File: config.mk
export PLATFORM = sky130hd
export DESIGN_NAME = seq_detect_ctrl_flat
export DESIGN_NICKNAME = d
export VERILOG_FILES = /design/src/rtl/seq_detect_ctrl_pkg.sv /design/src/rtl/seq_detect_ctrl_if.sv /design/src/rtl/seq_match.sv /design/src/rtl/seq_detect_ctrl.sv /design/src/flat_wrapper.sv
export SDC_FILE = /design/constraint.sdc
export NUM_CORES = 1
export LEC_CHECK = 0
export CORE_MARGIN = 2
export CORE_UTILIZATION = 52
export CTS_CLUSTER_DIAMETER = 80
export DETAILED_ROUTE_END_ITERATION = 16
export GPL_ROUTABILITY_DRIVEN = 0
export PLACE_DENSITY = 0.82
export SLEW_MARGIN = 20
export SYNTH_ARGS = -nofsm -noshare
export SYNTH_HDL_FRONTEND = slang
export SYNTH_SLANG_ARGS = --single-unit
File: constraint.sdc
create_clock -name clk -period 2.4 [get_ports clk]
set_input_delay 0.36 -clock clk [delete_from_list [all_inputs] [get_ports clk]]
set_output_delay 0.36 -clock clk [all_outputs]
set_load 0.01 [all_outputs]
File: src/rtl/seq_detect_ctrl_pkg.sv
// rtl/seq_detect_ctrl_pkg.sv - shared types and defaults for the sequence detector slice
package seq_detect_ctrl_pkg;

    typedef enum logic {
        IDLE  = 1'b0,
        SHIFT = 1'b1
    } state_t;

    localparam logic [3:0] PATTERN_1010 = 4'b1010;
    localparam int         PAT_LEN_DEF  = 4;

endpackage

File: src/rtl/seq_detect_ctrl_if.sv
// rtl/seq_detect_ctrl_if.sv - byte input handshake bundle
interface seq_detect_ctrl_if;

    logic [7:0] in_data;
    logic       in_valid;
    logic       in_ready;

    modport master (
        output in_data,
        output in_valid,
        input  in_ready
    );

    modport slave (
        input  in_data,
        input  in_valid,
        output in_ready
    );

endinterface

File: src/rtl/seq_match.sv
// rtl/seq_match.sv - non-overlapping serial pattern matcher (history + fill only)
module seq_match
    import seq_detect_ctrl_pkg::*;
#(
    parameter logic [7:0] PATTERN = 8'(PATTERN_1010),
    parameter int         PAT_LEN = PAT_LEN_DEF
) (
    input  logic clk,
    input  logic reset_n,
    input  logic clr,
    input  logic bit_vld,
    input  logic bit_in,
    output logic match
);

    localparam int         HW   = PAT_LEN - 1;
    localparam logic [3:0] FULL = 4'(HW);

    logic [HW-1:0]      hist;
    logic [3:0]         fill;
    logic [PAT_LEN-1:0] window;

    assign window = {hist, bit_in};
    assign match  = bit_vld && !clr && (fill == FULL) && (window == PATTERN[PAT_LEN-1:0]);

    // A match empties the history so its bits cannot start the next match.
    always_ff @(posedge clk or negedge reset_n) begin
        if (!reset_n) begin
            hist <= '0;
            fill <= '0;
        end else if (clr || match) begin
            hist <= '0;
            fill <= '0;
        end else if (bit_vld) begin
            hist <= window[HW-1:0];
            if (fill != FULL) begin
                fill <= fill + 4'd1;
            end
        end
    end

endmodule

File: src/rtl/seq_detect_ctrl.sv
// rtl/seq_detect_ctrl.sv - byte serialiser, match counter and sticky irq/sat controller
module seq_detect_ctrl
    import seq_detect_ctrl_pkg::*;
#(
    parameter logic [7:0] PATTERN = 8'(PATTERN_1010),
    parameter int         PAT_LEN = PAT_LEN_DEF,
    parameter int         CNT_W   = 8
) (
    input  logic             clk,
    input  logic             reset_n,
    input  logic             enable,
    input  logic             clear,
    input  logic [CNT_W-1:0] threshold,
    seq_detect_ctrl_if.slave in_if,
    output logic             busy,
    output logic             det_pulse,
    output logic [CNT_W-1:0] det_count,
    output logic             sat,
    output logic             irq
);

    state_t     state, state_nxt;
    logic [7:0] shift_reg, shift_nxt;
    logic [2:0] bit_cnt, bit_cnt_nxt;
    logic       rdy;
    logic       bit_vld;
    logic       match;
    logic [CNT_W-1:0] cnt_inc;

    always_ff @(posedge clk or negedge reset_n) begin
        if (!reset_n) begin
            state     <= IDLE;
            shift_reg <= '0;
            bit_cnt   <= '0;
        end else begin
            state     <= state_nxt;
            shift_reg <= shift_nxt;
            bit_cnt   <= bit_cnt_nxt;
        end
    end

    // Ready is gated by reset_n so nothing is offered while held in reset.
    always_comb begin
        state_nxt   = state;
        shift_nxt   = shift_reg;
        bit_cnt_nxt = bit_cnt;
        rdy         = 1'b0;
        bit_vld     = 1'b0;
        case (state)
            IDLE: begin
                rdy = enable & reset_n;
                if (rdy && in_if.in_valid) begin
                    shift_nxt   = in_if.in_data;
                    bit_cnt_nxt = 3'd7;
                    state_nxt   = SHIFT;
                end
            end
            SHIFT: begin
                bit_vld     = 1'b1;
                shift_nxt   = {shift_reg[6:0], 1'b0};
                bit_cnt_nxt = bit_cnt - 3'd1;
                if (bit_cnt == 3'd0) begin
                    rdy = enable & reset_n;
                    if (rdy && in_if.in_valid) begin
                        shift_nxt   = in_if.in_data;
                        bit_cnt_nxt = 3'd7;
                    end else begin
                        state_nxt = IDLE;
                    end
                end
            end
            default: state_nxt = IDLE;
        endcase
    end

    assign in_if.in_ready = rdy;
    assign busy           = (state == SHIFT);

    seq_match #(
        .PATTERN (PATTERN),
        .PAT_LEN (PAT_LEN)
    ) u_match (
        .clk     (clk),
        .reset_n (reset_n),
        .clr     (clear),
        .bit_vld (bit_vld),
        .bit_in  (shift_reg[7]),
        .match   (match)
    );

    assign cnt_inc = (det_count == '1) ? det_count : det_count + CNT_W'(1);

    always_ff @(posedge clk or negedge reset_n) begin
        if (!reset_n) begin
            det_pulse <= 1'b0;
            det_count <= '0;
            sat       <= 1'b0;
            irq       <= 1'b0;
        end else if (clear) begin
            det_pulse <= 1'b0;
            det_count <= '0;
            sat       <= 1'b0;
            irq       <= 1'b0;
        end else begin
            det_pulse <= match;
            if (match) begin
                det_count <= cnt_inc;
                if (cnt_inc == '1) begin
                    sat <= 1'b1;
                end
                if ((threshold != '0) && (cnt_inc == threshold)) begin
                    irq <= 1'b1;
                end
            end
        end
    end

endmodule

File: src/flat_wrapper.sv
// flat-port wrapper written by rule: the top's interface ports become plain ports
module seq_detect_ctrl_flat import seq_detect_ctrl_pkg::*;
#(
    parameter logic [7:0] PATTERN = 8'(PATTERN_1010),
    parameter int         PAT_LEN = PAT_LEN_DEF,
    parameter int         CNT_W   = 8
)
  (clk, reset_n, enable, clear, threshold, busy, det_pulse, det_count, sat, irq, in_if_in_data, in_if_in_valid, in_if_in_ready);
  seq_detect_ctrl_if in_if_i ();
  input  logic clk;
  input  logic reset_n;
  input  logic enable;
  input  logic clear;
  input  logic [CNT_W-1:0] threshold;
  output logic busy;
  output logic det_pulse;
  output logic [CNT_W-1:0] det_count;
  output logic sat;
  output logic irq;
  input wire logic [$bits(in_if_i.in_data)-1:0] in_if_in_data;
  input wire logic [$bits(in_if_i.in_valid)-1:0] in_if_in_valid;
  output wire logic [$bits(in_if_i.in_ready)-1:0] in_if_in_ready;
  assign in_if_i.in_data = in_if_in_data;
  assign in_if_i.in_valid = in_if_in_valid;
  assign in_if_in_ready = in_if_i.in_ready;
  seq_detect_ctrl #(.PATTERN(PATTERN), .PAT_LEN(PAT_LEN), .CNT_W(CNT_W)) u_core (.clk(clk), .reset_n(reset_n), .enable(enable), .clear(clear), .threshold(threshold), .in_if(in_if_i), .busy(busy), .det_pulse(det_pulse), .det_count(det_count), .sat(sat), .irq(irq));
endmodule
==> flow_summary_export.csv <==
group,metric,value,unit
pwr,p_total,1.58,mW
critical_path,required,2.04,ns
critical_path,path_class,"register to output pin",
logic_synthesis,synth_seq_cells,30,
clock_network,worstSkewPairLatency,0.33,ns
clock_network,cts.path.max_buffers,2,
sta,maxSlewHeadroom,0.676,
pwr,power_density,667,nW/um^2
global_routing,grt_start_max_net_pins,21,
finish,syn_to_final_growth,24.1,%
run,drv_cap,0,
detailed_routing,drt_wl_total,4420,um
sta,fin_tns_setup,0,ns
floorplan,die_x,64.6,um
logic_synthesis,async_reset_ff_frac,1.00,
critical_path,crit_path_start_kind,"register",
placement,dpl.hpwl,3290,um
sta,fin_crit_sh,0.948,
finish,layout-drive-gt1-share,0.0849,
sta,period_minus_slack,2.27,ns
logic_synthesis,synth_edf_count,0,
detailed_routing,dr.pass1.iters,5,
clock_network,cts_hold_buf,0,
logic_synthesis,yosysTopAreaCellShare,0.394,
floorplan,initial_core_util,0.558,
sta,tightest_slew,0.484,ns
pwr,max-vdd-ir-drop,721,uV
clock_network,numCtsBuffers,5,
detailed_routing,postRouteAntennaNets,0,
critical_path,endpoint_kind,"output pin",
finish,n_antenna_cell,0,
logic_synthesis,yosys_warnings,0,
detailed_routing,vias_per_cell,6.01,
detailed_routing,num_vias,1834,
status,outcome,"completed",
floorplan,die_area,4170,um^2
logic_synthesis,postSynthCellCount,223,
global_routing,grt_pass1_vias,1665,
clock_network,htree_levels,2,
floorplan,rows,21,
sta,slew_violations,0,
clock_network,clk_pin_slew,0.09,ns
critical_path,crit_fanout,3,
logic_synthesis,synth_flop_cell,"dfrtp_1",
floorplan,io_pins,34,
sta,rsz0062_at_grt,"no",
worst_hold_path,hp-class,"input pin to asynchronous set/reset pin",
clock_network,post-cts-setup-buffer-count,0,
floorplan,die_height,64.6,um
logic_synthesis,yosys-top-cells-area,"dfrtp_1, nand2_1, a31oi_1, mux2i_1, o22ai_1",
logic_synthesis,synthAdderAreaFrac,0.0262,
clock_network,clkSinkCount,30,
detailed_routing,drc,0,
finish,layout.nets,283,
logic_synthesis,post_synth_mux_area_share,0.0374,
logic_synthesis,syn-num-nets,248,
placement,port_buffers,33,
pwr,p_leak,0.985,nW
logic_synthesis,synth_xor_area_frac,0.0367,
critical_path,worstPathArrival,1.91,ns
clock_network,cts_tree,"built",
clock_network,cts_root_buffer,"clkbuf_4",
sta,hold_violations,0,
logic_synthesis,ys_seq_area_frac,0.394,
logic_synthesis,yosysTopAreaCell,"dfrtp_1",
floorplan,core_region_area,3420,um^2
logic_synthesis,synthesis.area,1910,um^2
logic_synthesis,synth_top_family_by_area,"simple AND/OR/NAND/NOR gates",
logic_synthesis,avgSynthCellArea,8.55,um^2
logic_synthesis,synth_cell_types,54,
sta,worst_clock_skew,0.00821,ns
detailed_routing,first_iter_violations,181,
global_routing,antenna_found_initial,0,
global_routing,grt_use_total,0.240,
logic_synthesis,synth_compound_area_frac,0.209,
detailed_routing,wl_per_cell,14.5,um
sta,finalSetupViolations,0,
global_routing,grt_overflow_total,0,
global_routing,grt_pass1_wl,7760,um
sta,fmax,0.440,GHz
logic_synthesis,yosys.area_share.simple,0.242,
-- metal layers --
metal  global-route usage  vias up  wire length, um
li1                     -      888                -
met1                0.364      873             2060
met2                0.336       66             1990
met3               0.0469        7              304
met4               0.0904        0               56
met5                    0        -                0
-- cell usage after synthesis (4+ instances only) --
| master | instances |
|---|---|
| dfrtp_1 | 30 |
| nand2_1 | 27 |
| nor2_1 | 13 |
| a31oi_1 | 12 |
| inv_1 | 11 |
| nor3_1 | 11 |
| o22ai_1 | 9 |
| a21oi_1 | 8 |
| clkbuf_1 | 8 |
| nand3_1 | 8 |
| o21ai_0 | 7 |
| mux2i_1 | 6 |
| nand2b_1 | 6 |
| buf_2 | 5 |
| xnor2_1 | 5 |
| and3_1 | 4 |
| ha_1 | 4 |
| nand4_1 | 4 |
-- worst paths after layout --
check / start / to / slack, ns / cells past startpoint
max: u_core.bit_cnt[0]$_DFFE_PN0P_ / in_if_in_ready / 0.13 / 6
min: reset_n / u_core.bit_cnt[0]$_DFFE_PN0P_ / 0.41 / 2
max reg2reg: u_core.det_count[1]$_DFFE_PN0P_ / u_core.irq$_DFFE_PN0P_ / 0.21 / 6
min reg2reg: u_core.irq$_DFFE_PN0P_ / u_core.irq$_DFFE_PN0P_ / 0.51 / 2
max in group asynchronous: reset_n / u_core.u_match.fill[0]$_DFFE_PN0P_ / 1.73 / 2
min in group clk: u_core.irq$_DFFE_PN0P_ / u_core.irq$_DFFE_PN0P_ / 0.51 / 2
-- layout make-up --
cell class | count | area [um^2]
fillers | 281 | 1050
clock buffers | 7 | 55.1
repair buffers | 43 | 405
flip-flops and latches | 30 | 751
inverters | 11 | 41.3
multi-input cells | 167 | 1050
clock inverters | 1 | 5.00
well taps | 46 | 57.6
-- cell families after synthesis --
group	count (synthesis)
AO/OA/AOI/OAI	58
XOR/XNOR	8
adder cells (fa/ha/maj)	4
buffers and inverters	26
flip-flops	30
multiplexers	7
AND/OR/NAND/NOR	90
-- report_power, final --
group / switching, mW / internal [mW]
Clock: 0.173 / 0.142
Sequential: 0.121 / 0.635
Combinational: 0.261 / 0.247
Total: 0.554 / 1.02
-- layout by cell type (no fill, tap or decap), drive strengths merged, types with 2 or more instances in the layout --
cell type	count
a21oi	8
a2bb2oi	2
a31oi	12
and2	2
and3	5
and4	2
buf	10
clkbuf	7
clkdlybuf4s50	33
dfrtp	30
ha	4
inv	11
mux2i	6
nand2	27
nand2b	6
nand3	9
nand4	4
nor2	13
nor3	11
nor4b	2
o211ai	2
o21a	2
o21ai	7
o22ai	9
o31ai	3
or2	2
xnor2	5
xor2	3
-- worst max-delay path: stages, from the launching register on --
cell and delay [ns]:
dfrtp_1 0.41, inv_1 0.09, ha_1 0.17, inv_1 0.05
o21ai_1 0.16, and3_1 0.17, clkdlybuf4s50_1 0.52
-- through the flow --
step / setup WS, ns / area, um^2 / util / std cells / hold slack (ns)
finish: 0.126 / 2370 / 0.693 / 305 / 0.409
global placement: 0.276 / 2310 / 0.675 / 297 / 0.480
floorplan: 0.370 / 1910 / - / 223 / 0.0644
detailed placement: 0.254 / 2310 / 0.675 / 297 / 0.492
global route: 0.0502 / 2370 / 0.693 / 305 / 0.441
CTS: 0.0411 / 2370 / 0.693 / 305 / 0.404
-- timing repair --
| item | CTS | global route |
|---|---|---|
| gates resized for setup | 0 | 1 |
| endpoints found under the setup margin | 0 | 1 |
| hold endpoints to repair | 0 | 0 |
Power figures use the tool's default switching activity.
